`src/rtl/mem_arbiter_if.sv`:
```
// mem_arbiter_if: bus bundle between the two requesters, the arbiter and the RAM
// Ports: m0_*/m1_* request/response channels, mem_* single-port RAM channel
// Modports: slave = arbiter side, master = requester/RAM side
interface mem_arbiter_if;
    logic        m0_req;
    logic [31:0] m0_addr;
    logic        m0_we;
    logic [31:0] m0_wdata;
    logic        m0_gnt;
    logic        m0_rvalid;
    logic [31:0] m0_rdata;
    logic        m0_err;
    logic        m1_req;
    logic [31:0] m1_addr;
    logic        m1_we;
    logic [31:0] m1_wdata;
    logic        m1_gnt;
    logic        m1_rvalid;
    logic [31:0] m1_rdata;
    logic        m1_err;
    logic [31:0] mem_address;
    logic        mem_write_en;
    logic [31:0] mem_write_data;
    logic [31:0] mem_read_data;

    modport slave (
        input  m0_req, m0_addr, m0_we, m0_wdata, m1_req, m1_addr, m1_we, m1_wdata, mem_read_data,
        output m0_gnt, m0_rvalid, m0_rdata, m0_err, m1_gnt, m1_rvalid, m1_rdata, m1_err,
        output mem_address, mem_write_en, mem_write_data
    );

    modport master (
        output m0_req, m0_addr, m0_we, m0_wdata, m1_req, m1_addr, m1_we, m1_wdata, mem_read_data,
        input  m0_gnt, m0_rvalid, m0_rdata, m0_err, m1_gnt, m1_rvalid, m1_rdata, m1_err,
        input  mem_address, mem_write_en, mem_write_data
    );
endinterface

```
`src/rtl/mem_arbiter.sv`:
```
// mem_arbiter: round-robin two-port arbiter/sequencer in front of a single-port RAM
// Ports: clk, rst_n (async active-low), bus (mem_arbiter_if.slave: m0/m1 request channels, RAM channel)
module mem_arbiter #(
    parameter int NUM_OF_BYTES = 800,
    parameter bit ALIGN_CHECK  = 1'b1
) (
    input logic        clk,
    input logic        rst_n,
    mem_arbiter_if.slave bus
);
    localparam logic [31:0] LIMIT = 32'(NUM_OF_BYTES - 3);

    typedef enum logic [1:0] {IDLE, ACCESS, RESP} state_t;

    state_t      state, state_next;
    logic        last_grant, win, we_q, err_q;
    logic [31:0] addr_q, wdata_q, rdata_q;
    logic        any_req, pick, pick_we, pick_err, acc, rsp;
    logic [31:0] pick_addr, pick_wdata;

    // On a tie the port that was not served last wins; a lone requester always wins.
    always_comb begin
        any_req    = bus.m0_req | bus.m1_req;
        pick       = (bus.m0_req & bus.m1_req) ? ~last_grant : bus.m1_req;
        pick_addr  = pick ? bus.m1_addr : bus.m0_addr;
        pick_we    = pick ? bus.m1_we : bus.m0_we;
        pick_wdata = pick ? bus.m1_wdata : bus.m0_wdata;
        pick_err   = (pick_addr >= LIMIT) | (ALIGN_CHECK & (pick_addr[1:0] != 2'b00));
    end

    always_ff @(posedge clk or negedge rst_n) begin
        if (!rst_n) state <= IDLE;
        else        state <= state_next;
    end

    always_comb begin
        state_next = (state == IDLE) ? (any_req ? ACCESS : IDLE) :
                     (state == ACCESS) ? RESP : IDLE;
    end

    always_ff @(posedge clk or negedge rst_n) begin
        if (!rst_n) begin
            last_grant <= 1'b1;
            win        <= 1'b0;
            we_q       <= 1'b0;
            err_q      <= 1'b0;
            addr_q     <= '0;
            wdata_q    <= '0;
            rdata_q    <= '0;
        end else begin
            if (state == IDLE && any_req) begin
                last_grant <= pick;
                win        <= pick;
                we_q       <= pick_we;
                err_q      <= pick_err;
                addr_q     <= pick_addr;
                wdata_q    <= pick_wdata;
            end
            // Writes and rejected accesses return zero instead of whatever the RAM drives.
            if (state == ACCESS) rdata_q <= (we_q | err_q) ? '0 : bus.mem_read_data;
        end
    end

    // Outputs decode straight from state, so reset clears them without waiting for a clock.
    always_comb begin
        acc                = (state == ACCESS);
        rsp                = (state == RESP);
        bus.m0_gnt         = acc & ~win;
        bus.m1_gnt         = acc & win;
        bus.mem_address    = acc ? addr_q : '0;
        bus.mem_write_data = acc ? wdata_q : '0;
        bus.mem_write_en   = acc & we_q & ~err_q;
        bus.m0_rvalid      = rsp & ~win;
        bus.m1_rvalid      = rsp & win;
        bus.m0_rdata       = (rsp & ~win) ? rdata_q : '0;
        bus.m1_rdata       = (rsp & win) ? rdata_q : '0;
        bus.m0_err         = rsp & ~win & err_q;
        bus.m1_err         = rsp & win & err_q;
    end
endmodule
```
`src/flat_wrapper.sv`:
```
// flat-port wrapper written by rule: the top's interface ports become plain ports
module mem_arbiter_flat 
#(
    parameter int NUM_OF_BYTES = 800,
    parameter bit ALIGN_CHECK  = 1'b1
)
  (clk, rst_n, bus_m0_req, bus_m0_addr, bus_m0_we, bus_m0_wdata, bus_m1_req, bus_m1_addr, bus_m1_we, bus_m1_wdata, bus_mem_read_data, bus_m0_gnt, bus_m0_rvalid, bus_m0_rdata, bus_m0_err, bus_m1_gnt, bus_m1_rvalid, bus_m1_rdata, bus_m1_err, bus_mem_address, bus_mem_write_en, bus_mem_write_data);
  mem_arbiter_if bus_i ();
  input logic clk;
  input logic rst_n;
  input wire logic [$bits(bus_i.m0_req)-1:0] bus_m0_req;
  input wire logic [$bits(bus_i.m0_addr)-1:0] bus_m0_addr;
  input wire logic [$bits(bus_i.m0_we)-1:0] bus_m0_we;
  input wire logic [$bits(bus_i.m0_wdata)-1:0] bus_m0_wdata;
  input wire logic [$bits(bus_i.m1_req)-1:0] bus_m1_req;
  input wire logic [$bits(bus_i.m1_addr)-1:0] bus_m1_addr;
  input wire logic [$bits(bus_i.m1_we)-1:0] bus_m1_we;
  input wire logic [$bits(bus_i.m1_wdata)-1:0] bus_m1_wdata;
  input wire logic [$bits(bus_i.mem_read_data)-1:0] bus_mem_read_data;
  output wire logic [$bits(bus_i.m0_gnt)-1:0] bus_m0_gnt;
  output wire logic [$bits(bus_i.m0_rvalid)-1:0] bus_m0_rvalid;
  output wire logic [$bits(bus_i.m0_rdata)-1:0] bus_m0_rdata;
  output wire logic [$bits(bus_i.m0_err)-1:0] bus_m0_err;
  output wire logic [$bits(bus_i.m1_gnt)-1:0] bus_m1_gnt;
  output wire logic [$bits(bus_i.m1_rvalid)-1:0] bus_m1_rvalid;
  output wire logic [$bits(bus_i.m1_rdata)-1:0] bus_m1_rdata;
  output wire logic [$bits(bus_i.m1_err)-1:0] bus_m1_err;
  output wire logic [$bits(bus_i.mem_address)-1:0] bus_mem_address;
  output wire logic [$bits(bus_i.mem_write_en)-1:0] bus_mem_write_en;
  output wire logic [$bits(bus_i.mem_write_data)-1:0] bus_mem_write_data;
  assign bus_i.m0_req = bus_m0_req;
  assign bus_i.m0_addr = bus_m0_addr;
  assign bus_i.m0_we = bus_m0_we;
  assign bus_i.m0_wdata = bus_m0_wdata;
  assign bus_i.m1_req = bus_m1_req;
  assign bus_i.m1_addr = bus_m1_addr;
  assign bus_i.m1_we = bus_m1_we;
  assign bus_i.m1_wdata = bus_m1_wdata;
  assign bus_i.mem_read_data = bus_mem_read_data;
  assign bus_m0_gnt = bus_i.m0_gnt;
  assign bus_m0_rvalid = bus_i.m0_rvalid;
  assign bus_m0_rdata = bus_i.m0_rdata;
  assign bus_m0_err = bus_i.m0_err;
  assign bus_m1_gnt = bus_i.m1_gnt;
  assign bus_m1_rvalid = bus_i.m1_rvalid;
  assign bus_m1_rdata = bus_i.m1_rdata;
  assign bus_m1_err = bus_i.m1_err;
  assign bus_mem_address = bus_i.mem_address;
  assign bus_mem_write_en = bus_i.mem_write_en;
  assign bus_mem_write_data = bus_i.mem_write_data;
  mem_arbiter #(.NUM_OF_BYTES(NUM_OF_BYTES), .ALIGN_CHECK(ALIGN_CHECK)) u_core (.clk(clk), .rst_n(rst_n), .bus(bus_i));
endmodule
```
`config.mk`:
```
export PLATFORM = sky130hd
export DESIGN_NAME = mem_arbiter_flat
export DESIGN_NICKNAME = d
export VERILOG_FILES = /design/src/rtl/mem_arbiter_if.sv /design/src/rtl/mem_arbiter.sv /design/src/flat_wrapper.sv
export SDC_FILE = /design/constraint.sdc
export NUM_CORES = 1
export LEC_CHECK = 0
export ABC_AREA = 1
export ABC_CLOCK_PERIOD_IN_PS = 1900
export CAP_MARGIN = 10
export CORE_MARGIN = 3
export CORE_UTILIZATION = 39
export DETAILED_ROUTE_END_ITERATION = 10
export GPL_TIMING_DRIVEN = 0
export PLACE_DENSITY = 0.88
export SYNTH_ARGS = -nofsm -noshare
export SYNTH_HDL_FRONTEND = slang
export SYNTH_SLANG_ARGS = --single-unit
export TNS_END_PERCENT = 100
```
`constraint.sdc`:
```
create_clock -name clk -period 1.9 [get_ports clk]
set_input_delay 0.285 -clock clk [delete_from_list [all_inputs] [get_ports clk]]
set_output_delay 0.285 -clock clk [all_outputs]
set_load 0.02 [all_outputs]
```
* After elaboration in Yosys (flattened, before gate mapping)
Index checks and enable logic that the tools add are counted.
** Word-level totals
- Register bits after elaboration :: 102
- Bits of input ports :: 166
- Word-level logic and storage cells :: 41
** Operators by class
- Bitwise operators :: 15
- Magnitude comparators :: 1
- Eq/ne operators :: 2
- Multiplexer cells :: 12
- Reduce and logical (&&, ||, !) cells :: 3
** Operators with widths (number)
- two-way mux 32 bit :: 7
- >= comparator 32 x 10 -> 1 bit, second input constant :: 1
- AND 1 bit :: 9
- two-way mux 2 bit :: 2
- two-way mux 1 bit :: 3
- NOT 1 bit :: 3
- bitwise OR 1 bit :: 3
- equality test 2 x 1 -> 1 bit, second input constant :: 1
- equality test 2 bit, second input constant :: 1
- zero test 2 bit :: 1
- nonzero test 2 bit :: 1
- logical AND 1 bit :: 1

* Logic depth before layout (Yosys ltp)
Gate-level depths: netlist (run 1).
- Word-level depth :: 5
- Depth in mapped cells :: 12

* Worst setup path before layout (run 1)
OpenSTA, ideal clock, no wires.
- Path kind :: reg2out
- From :: register u_core.state[0]
- To :: output bus_m0_rdata[10]
- Cell stages (with the launch flop) :: 5
- Setup slack :: -0.063 ns
- Data arrival time :: 1.678 ns
- Path buffers :: 1
- Cell sequence :: dfrtp_1 -> nor3_1 -> inv_1 -> clkbuf_1 -> nor2_1
** Between the ends
- Word-level cells in the longest chain between the ends :: 3
** RTL lines
- start: declaration :: RTL line mem_arbiter.sv:15 : state_t state, state_next;
- start signal: assignment :: RTL line mem_arbiter.sv:33 : else state <= state_next;
- equality test 2 bit :: RTL line mem_arbiter.sv:67 : rsp = (state == RESP);
- AND 1 bit
- named net bus_m0_rvalid :: RTL line flat_wrapper.sv:21 : output wire logic [$bits(bus_i.m0_rvalid)-1:0] bus_m0_rvalid;
- two-way mux 32 bit :: RTL line mem_arbiter.sv:75 : bus.m0_rdata = (rsp & ~win) ? rdata_q : '0;
- end: declaration :: RTL line flat_wrapper.sv:22 : output wire logic [$bits(bus_i.m0_rdata)-1:0] bus_m0_rdata;
The timed path passes the listed nets, and every way through them passes these cells.

* Worst setup path in the final report (run 1)
- From :: register u_core.state[0]
- To :: output bus_m0_rdata[3]
** Between the ends
- Word-level cells in the longest chain between the ends :: 3
** RTL lines (RTL line)
- equality test 2 bit :: mem_arbiter.sv:67
- AND 1 bit :: mem_arbiter.sv:75
- two-way mux 32 bit :: mem_arbiter.sv:75
Every way passes these cells.

==> impl_metrics.yaml, run 1 <==
route:
  postRouteAntennaNets: 0
  routedWlPerCell_um: 16.8
  vias: 6421
  vias_per_cell: 5.01
  drc: 0
  wl_um: 21500
  drt_pass1_iterations: 5
  first_iter_violations: 426
setup_path:
  worst_setup_path_end_kind: "output pin"
  r2r-start: "u_core.last_grant$_DFFE_PN1P_"
  cp-endpoint: "bus_m0_rdata[3]"
  required_ps: 1620
  cpPeakStageDelay_ps: 440
  crit_path_start_kind: "flop"
  critical_path_class: "reg -> out"
  cp.arrival_ps: 1640
  cp_slowest_cell: "dfrtp_2"
  rr_endpoint: "u_core.wdata_q[7]$_DFFE_PN0P_"
  setup.reg_to_reg.worst_slack_ps: 120
  cp_cell_sequence: "buf_4 > nor3_4 > inv_2 > clkbuf_8 > nor2_2 > buf_6"
  critPathLaunch: "u_core.state[0]$_DFF_PN0_"
  r2r_cells: 7
  crit_fanout: 10
power_and_ir_drop:
  p_seq_share_pct: 28.7
  p_int_uw: 6290
  comb_power_share_pct: 55.3
  swShare_pct: 44.0
  leakage_uw: 0.00443
  switching_power_uw: 4940
  p_per_area_mw_per_mm2: 1200
  irDropWorstVdd_uv: 613
  power_frac_clock_pct: 15.9
flow_run:
  max_cap_violations: 0
sta:
  finalCritPeriodShare_pct: 101
  setup_viol: 5
  fin_crit_ps: 1920
  setup_tns_ps: -55.7
  relSlewSlack_pct: 54.0
  maxSlewViolCount: 0
  setup_slack_ps: -23.6
  clock_skew_ps: 9.31
  timing.hold.ws_ps: -19.9
  tightest_slew_ps: 690
  clock.fmax_mhz: 520
  grt_setup_unrepaired: "true"
  finalHoldViolCount: 23
yosys:
  netlist_instances: 780
  synth_seq_area_share_pct: 46.6
  ys_top_cells_by_area: "dfrtp_1 (46%), nor2_1 (13%), o21ai_0 (9.3%)"
  avgSynthCellArea_um2: 7.03
  ys.warnings.count: 0
  synth_top_area_share_pct: 46.1
  syn_nets: 946
  synth_cell_type_count: 21
  yosys.area.top_type: "dfrtp_1"
  syn_area_mm2: 0.00548
  ys_ff_latch: 102
placement:
  place_area_mm2: 0.00872
  portBuffers: 299
  gp_congestion: 0.914
  post-dp-hpwl_um: 16200
  dp_cells: 1256
die:
  dieArea_mm2: 0.0155
  rows: 42
  dieHeight_um: 125
  die_x_um: 125
  io_pins: 301
  start_util_pct: 40.6
  core_area_mm2: 0.0135
global_routing:
  grt_pass1_vias: 6400
  grt_pass1_wl_um: 33000
  antenna_found_initial: 0
  track_usage_pct: 26.3
  grt_max_degree: 53
  overflow: 0
final_layout:
  antenna_cells: 0
  nNetsFinal: 1267
  fillerInstances: 1132
  area_delta_synth_final_pct: 70.3
  postLayoutCellArea_mm2: 0.00934
  drive_gt1_share_pct: 23.5
  instances_no_fill: 1282
cts:
  clockBufferDepth: 2
  cts_root_buffer: "clkbuf_16"
  numCtsBuffers: 9
  clkSlewWorstSetupHoldPaths_ps: 70
  cts_tree: "yes"
  cts_max_level: 3
  clock_sinks: 102
  clk_latency_ps: 340
  hold_buffers: 0
min_path:
  holdCritPathClass: "in -> async"
status:
  status: "complete, but fails checks"
  violations: "hold timing, setup timing"
[registers in the layout, indices dropped and copies added, names as in the netlist]
signal	cells
u_core.addr_q	32
u_core.we_q	1
u_core.wdata_q	32
u_core.err_q	1
u_core.state	2
u_core.win	1
u_core.rdata_q	32
u_core.last_grant	1
[stage by stage]
| step | utilization, % | total power (uW) | setup WS (ps) |
|---|---|---|---|
| 6_report | 69.1 | 11200 | -23.6 |
| 5_1_grt | 69.1 | 11900 | -84.6 |
| 4_1_cts | 68.9 | 11200 | -26.2 |
| 3_5_place_dp | 64.6 | 8410 | -748 |
| 3_3_place_gp | 64.4 | 8260 | -3380 |
| 2_1_floorplan | - | 6100 | -63.3 |
[cells in the final DEF, fill, tap and decap left out, drive strengths merged]
master	n
clkdlybuf4s50	163
a21oi	1
buf	160
o21ai	103
dlygate4sd2	1
dfstp	1
o22ai	33
clkdlybuf4s15	3
inv	131
nor2	185
nor3	3
or2	1
nand2	112
nand3b	15
clkinvlp	3
clkinv	1
clkbuf	45
nand3	44
dfrtp	101
[timing repair]
| action | in CTS | in global routing |
|---|---|---|
| setup buffers | 5 | 1 |
| cloned | 4 | 0 |
| pin swaps | 3 | 3 |
| endpoints found under the setup margin | 135 | 125 |
| resized for setup | 719 | 87 |
[Yosys cell counts]
library cell	instances
nand2_4	1
nor3_1	3
inv_1	127
buf_2	18
o21ai_1	1
or2_2	1
nand3b_1	15
inv_2	2
o22ai_1	33
a21oi_1	1
nand2_1	110
o21ai_0	102
buf_4	4
dfrtp_1	101
nand3_1	44
nand2_2	1
nor2_4	1
nor2_1	184
clkbuf_1	29
dfstp_2	1
buf_1	1
[power by group through the flow]
stage	clock network (uW)	logic, uW	registers, uW
6_report	1790	6210	3230
5_1_grt	1910	6690	3300
4_1_cts	1810	6160	3210
3_5_place_dp	0	5180	3230
3_3_place_gp	0	5070	3190
2_1_floorplan	0	2960	3140
[kinds of logic (layout without fill, tap and decap cells)]
kind of cell / count (synthesis) / count (layout) / share of synthesized area, %
AOI/OAI and AO/OA: 137 / 137 / 13.3
DFF: 102 / 102 / 46.6
buffers and inverters: 181 / 507 / 13.1
and+or+nand+nor: 360 / 360 / 27.1
[metal layers]
layer	wire length (um)	global-route usage, %	vias to the layer above
li1	-	-	3054
met1	8360	30.7	2999
met2	10800	46.8	316
met3	1600	6.43	52
met4	697	9.35	0
met5	0	0	-
[layout make-up]
cell class | count | area, um^2 | share of cell area, %
sequential | 102 | 2560 | 27.4
multi-input combinational | 497 | 2520 | 27.0
buffer | 52 | 398 | 4.26
timing repair buffer | 310 | 2870 | 30.7
clock inverter | 6 | 45.0 | 0.482
clock buffer | 10 | 239 | 2.56
inverter | 129 | 487 | 5.21
tap | 176 | 220 | 2.36
[worst min path at each step]
stage	start	endpoint	slack [ps]
floorplan	rst_n	u_core.addr_q[0]$_DFFE_PN0P_	-10
global placement	u_core.last_grant$_DFFE_PN1P_	u_core.last_grant$_DFFE_PN1P_	460
detailed placement	rst_n	u_core.wdata_q[10]$_DFFE_PN0P_	370
CTS	rst_n	u_core.wdata_q[10]$_DFFE_PN0P_	7
global route	rst_n	u_core.wdata_q[10]$_DFFE_PN0P_	30
finish	rst_n	u_core.wdata_q[10]$_DFFE_PN0P_	-20
[critical path: cells and delay by family, from the launching register on]
family / cells / cell delay, ps
buffers and inverters: 4 / 580
flip-flops: 1 / 440
AND/OR/NAND/NOR: 2 / 270
Note: power is estimated with default switching activity, not from simulation.
==> run 2: changes to the inputs <==
--- a/config.mk
+++ b/config.mk
@@ -9,10 +9,11 @@
 export ABC_CLOCK_PERIOD_IN_PS = 1900
 export CAP_MARGIN = 10
 export CORE_MARGIN = 3
-export CORE_UTILIZATION = 39
+export CORE_UTILIZATION = 25
 export DETAILED_ROUTE_END_ITERATION = 10
 export GPL_TIMING_DRIVEN = 0
-export PLACE_DENSITY = 0.88
+export HOLD_SLACK_MARGIN = 0.05
+export PLACE_DENSITY = 0.63
 export SYNTH_ARGS = -nofsm -noshare
 export SYNTH_HDL_FRONTEND = slang
 export SYNTH_SLANG_ARGS = --single-unit
==> run 2 against run 1 <==
  * Sequential power about the same
  * Total power up 2.7%
  * Highest routed layer unchanged
  * Utilization fell by 23 points
  * The flow finishes with violations (setup timing)
  * Via count shrank 1.4%
  * Clock-buffer cell count unchanged
  * Clock power grew 8%
  * Critical path type unchanged
==> impl_metrics.yaml, run 2 (synthesis gave the netlist of run 1 again) <==
sta:
  finalCritPeriodShare_pct: 102
  setup_viol: 26
  clock.fmax_mhz: 516
  grt_setup_unrepaired: "true"
  relSlewSlack_pct: 51.7
  maxSlewViolCount: 0
  finalHoldViolCount: 0
  fin_crit_ps: 1940
  clock_skew_ps: 13.1
  tightest_slew_ps: 724
  setup_slack_ps: -38.6
cts:
  numCtsBuffers: 9
  clock_sinks: 102
  cts_root_buffer: "clkbuf_16"
  clk_latency_ps: 350
  cts_max_level: 3
  clockBufferDepth: 2
  cts_tree: "yes"
  clkSlewWorstSetupHoldPaths_ps: 80
setup_path:
  cp_cell_sequence: "nor3_4 > inv_2 > buf_6 > clkbuf_16 > nor2_4 > buf_6"
  required_ps: 1620
  cp_top_family: "buffers and inverters"
  setup.reg_to_reg.worst_slack_ps: 130
  crit_top_cell: "buf_6"
  cp.depth: 6
  cpPeakStageDelay_ps: 460
  cp_slowest_cell: "dfrtp_2"
  crit_path_start_kind: "flop"
  critical_path_class: "reg -> out"
  path_buf_inv: 4
  crit_fanout: 5
  r2r_cells: 7
  worst_setup_path_end_kind: "output pin"
  cp.arrival_ps: 1650
placement:
  dp_cells: 1355
  post-dp-hpwl_um: 17300
  gp_congestion: 0.871
  portBuffers: 299
  place_ws_ps: -856
power_and_ir_drop:
  switching_power_uw: 5020
  power_frac_clock_pct: 16.7
  p_per_area_mw_per_mm2: 1170
  p_int_uw: 6510
  comb_power_share_pct: 55.5
  leakage_uw: 0.00450
  irDropWorstVdd_uv: 487
  p_seq_share_pct: 27.8
  swShare_pct: 43.5
min_path:
  holdCritPathClass: "in -> reg"
  hold_depth: 4
final_layout:
  area_delta_synth_final_pct: 78.9
  antenna_cells: 0
  nNetsFinal: 1274
  fillerInstances: 2182
  instances_no_fill: 1388
  largest_registers: "u_core.addr_q (32), u_core.rdata_q (32), u_core.wdata_q (32)"
  drive_gt1_share_pct: 27.7
  mostFrequentLayoutCell: "clkdlybuf4s50_1"
  final_cell_mix: "clkdlybuf4s50_1 (163), inv_1 (122), nand2_1 (108)"
status:
  status: "complete, but fails checks"
  violations: "setup timing"
die:
  core_area_mm2: 0.0213
  start_util_pct: 25.8
  die_x_um: 154
  dieArea_mm2: 0.0237
  io_pins: 301
  rows: 53
  dieHeight_um: 154
flow_run:
  max_cap_violations: 0
route:
  drt_pass1_iterations: 4
  drc: 0
  vias_per_cell: 4.56
  first_iter_violations: 241
  postRouteAntennaNets: 0
  vias: 6330
  routedWlPerCell_um: 16.5
  wl_um: 22900
global_routing:
  grt_pass1_wl_um: 34200
  overflow: 0
  track_usage_pct: 18.0
  grt_max_degree: 53
  grt_pass1_vias: 6309
  antenna_found_initial: 0
==> run 2: cell types whose count changed in the layout (fill, tap and decap cells not counted), sizes merged <==
cell / change
clkdlybuf4s15: -3
clkbuf: -7
bufinv: +1
dlygate4sd3: +1
buf: +16
inv: +1
clkinvlp: -2
==> run 2: cell type report <==
type	instances	area, um^2	share of cell area [%]
repair buffers	318	3030	30.9
multi-input cells	497	2680	27.3
flip-flops and latches	102	2560	26.0
inverters	129	489	4.99
plain buffers	51	415	4.23
well taps	275	344	3.51
clock buffers	10	229	2.33
clock inverters	6	68.8	0.701
==> run 2: layer usage <==
layer | up-vias | GRT usage, % | wire length (um)
li1 | 3069 | - | -
met5 | - | 0 | 0
met1 | 2955 | 22.5 | 9470
met2 | 268 | 30.7 | 11100
met3 | 38 | 3.74 | 1700
met4 | 0 | 6.31 | 658
==> run 2: power groups by stage <==
stage               logic [uW]  registers [uW]  clock network [uW]
finish                    6400            3200                1930
global route              6980            3280                2070
CTS                       5450            3180                1990
detailed placement        5280            3220                   0
global placement          5240            3200                   0
floorplan                 2960            3140                   0
==> run 2: worst reg2reg max path, delay by kind of cell, from the launching register on <==
kind / cells / cell delay [ps]
buf+inv: 3 / 660
simple gates: 2 / 340
compound gates: 2 / 340
flops: 1 / 370
==> run 2: final timing paths <==
check                                                       to                     startpoint
worst max-delay path                           bus_m0_rdata[9]      u_core.state[0]$_DFF_PN0_
worst min-delay path             u_core.addr_q[15]$_DFFE_PN0P_                     bus_m1_req
worst max register to register  u_core.wdata_q[31]$_DFFE_PN0P_      u_core.state[1]$_DFF_PN0_
worst min register to register   u_core.addr_q[14]$_DFFE_PN0P_  u_core.addr_q[14]$_DFFE_PN0P_
max in group asynchronous        u_core.last_grant$_DFFE_PN1P_                          rst_n
min in group asynchronous        u_core.rdata_q[4]$_DFFE_PN0N_                          rst_n
==> run 2: per-stage QoR <==
step           utilization [%]  hold WS, ps  cell area, um^2  setup TNS (ps)  power (uW)
2_1_floorplan                -        -10.6             5480           -3800        6100
3_3_place_gp              41.4          461             8820         -438920        8450
3_5_place_dp              41.6          386             8850          -60380        8500
4_1_cts                   42.9          355             9130           -8280       10600
5_1_grt                   46.1          446             9810           -6250       12300
6_report                  46.1          399             9810            -366       11500
==> run 2: what timing repair did <==
item,in CTS,in global routing
setup endpoints to repair,136,136
setup buffers,4,7
hold endpoints to repair,50,0
resized for setup,639,273
hold buffers,1,0
pin swaps,1,7
cloned,0,6
==> run 3: changes to the inputs <==
--- a/config.mk
+++ b/config.mk
@@ -8,7 +8,7 @@
 export ABC_AREA = 1
 export ABC_CLOCK_PERIOD_IN_PS = 1900
 export CAP_MARGIN = 10
-export CORE_MARGIN = 3
+export CORE_MARGIN = 2
 export CORE_UTILIZATION = 25
 export DETAILED_ROUTE_END_ITERATION = 10
 export GPL_TIMING_DRIVEN = 0
==> run 3 against run 2 <==
  * Clock skew down 2.9 ps
  * The run still ends with setup timing left
  * Design area decreased by 1.9%
  * Non-clock buffer count is 7 higher
==> impl_metrics.yaml, run 3 (synthesis gave the netlist of run 1 again) <==
status:
  status: "complete, but fails checks"
  violations: "setup timing"
cts:
  cts_tree: "yes"
  cts_max_level: 3
  clkSlewWorstSetupHoldPaths_ps: 70
  numCtsBuffers: 9
  clockBufferDepth: 2
  clk_latency_ps: 350
  cts_root_buffer: "clkbuf_16"
  clock_sinks: 102
setup_path:
  path_buf_inv: 5
  r2r_cells: 7
  cp_top_family: "buffers and inverters"
  required_ps: 1620
  cp.depth: 7
  crit_fanout: 10
  crit_top_cell: "buf_4"
  cp_slowest_cell: "dfrtp_1"
  cp.arrival_ps: 1690
  worst_setup_path_end_kind: "output pin"
  critical_path_class: "reg -> out"
  crit_path_start_kind: "flop"
  cp_cell_sequence: "buf_4 > nor2_4 > inv_4 > buf_8 > clkbuf_16 > nor2_1 > buf_4"
  cpPeakStageDelay_ps: 390
global_routing:
  grt_max_degree: 54
  antenna_found_initial: 0
  track_usage_pct: 18.5
  overflow: 0
  grt_pass1_vias: 6211
  grt_pass1_wl_um: 34000
final_layout:
  mostFrequentLayoutCell: "clkdlybuf4s50_1"
  antenna_cells: 0
  largest_registers: "u_core.addr_q (32), u_core.rdata_q (32), u_core.wdata_q (32)"
  area_delta_synth_final_pct: 75.5
  drive_gt1_share_pct: 25.4
  fillerInstances: 2236
  instances_no_fill: 1400
  nNetsFinal: 1281
  final_cell_mix: "clkdlybuf4s50_1 (163), nor2_1 (130), inv_1 (121)"
  postLayoutCellArea_mm2: 0.00963
placement:
  place_area_mm2: 0.00885
  gp_congestion: 0.806
  dp_cells: 1360
  post-dp-hpwl_um: 16800
  portBuffers: 299
die:
  die_x_um: 152
  dieHeight_um: 152
  core_area_mm2: 0.0217
  start_util_pct: 25.3
  rows: 54
  io_pins: 301
  dieArea_mm2: 0.0231
power_and_ir_drop:
  p_per_area_mw_per_mm2: 1160
  irDropWorstVdd_uv: 445
  leakage_uw: 0.00452
min_path:
  hold_depth: 4
  holdCritPathClass: "in -> reg"
route:
  drc: 0
  vias: 6275
  vias_per_cell: 4.48
  highest_layer: "met4"
  first_iter_violations: 228
  postRouteAntennaNets: 0
  wl_met1_um: 9490
  wl_met3_um: 1400
  wl_um: 22200
  drt_pass1_iterations: 4
  routedWlPerCell_um: 15.8
  met2_length_um: 10900
sta:
  tightest_slew_ps: 737
  grt_setup_unrepaired: "true"
  clock.fmax_mhz: 505
  relSlewSlack_pct: 50.9
  fin_crit_ps: 1980
  clock_skew_ps: 10.2
  finalCritPeriodShare_pct: 104
  finalHoldViolCount: 0
  setup_viol: 52
  setup_slack_ps: -79.0
  maxSlewViolCount: 0
flow_run:
  max_cap_violations: 0
run 3: per-layer routing:
layer,global-route usage (%),vias up
met5,0,-
met4,4.98,0
met3,4.62,24
met2,31.7,226
met1,23.1,2938
li1,-,3087
run 3: report_power, final:
group | total (uW) | internal [uW] | switching [uW]
sequential | 3200 | 2910 | 284
combinational | 6060 | 2460 | 3610
clock | 1880 | 1020 | 856
run 3: per-stage QoR:
step | setup WS [ps] | utilization, % | total power [uW] | hold WS [ps] | TNS [ps]
final | -79.0 | 44.4 | 11100 | 394 | -1290
after detailed placement | -991 | 40.8 | 8500 | 391 | -75650
after global routing | -154 | 44.4 | 12000 | 424 | -10290
after floorplan | -63.3 | - | 6100 | -10.6 | -3800
after CTS | -144 | 42.4 | 10800 | 340 | -3800
after global placement | -3760 | 40.7 | 8460 | 460 | -457890
run 3: what timing repair did:
| item | in CTS | in global routing |
|---|---|---|
| resized for setup | 724 | 126 |
| pin swaps | 5 | 3 |
| endpoints found under the setup margin | 136 | 142 |
| hold buffers | 1 | 0 |
| setup buffers | 12 | 4 |
| hold endpoints to repair | 52 | 0 |
| cloned | 3 | 4 |
run 3: area by class of cell:
type / count / area (um^2) / area share [%]
Clock buffer: 10 / 229 / 2.38
Multi-Input combinational cell: 497 / 2510 / 26.1
Inverter: 129 / 492 / 5.11
Tap cell: 280 / 350 / 3.64
Clock inverter: 6 / 62.6 / 0.650
Timing Repair Buffer: 324 / 3020 / 31.4
Sequential cell: 102 / 2560 / 26.6
Buffer: 52 / 403 / 4.19
run 3: worst reg2reg max path, delay by kind of cell (launching register included):
kind | cells | cell delay (ps)
buf+inv | 5 | 940
simple gates | 1 | 150
compound gates | 1 | 170
flops | 1 | 390
run 3: final timing paths:
check | startpoint | to | slack, ps
worst max-delay path | u_core.state[1]$_DFF_PN0_ | bus_mem_address[30] | -80
worst min-delay path | bus_m1_req | u_core.addr_q[15]$_DFFE_PN0P_ | 390
worst max register to register | u_core.state[1]$_DFF_PN0_ | u_core.rdata_q[20]$_DFFE_PN0N_ | 110
worst min register to register | u_core.addr_q[6]$_DFFE_PN0P_ | u_core.addr_q[6]$_DFFE_PN0P_ | 480
max in group asynchronous | rst_n | u_core.last_grant$_DFFE_PN1P_ | 580
min in group asynchronous | rst_n | u_core.wdata_q[28]$_DFFE_PN0P_ | 540
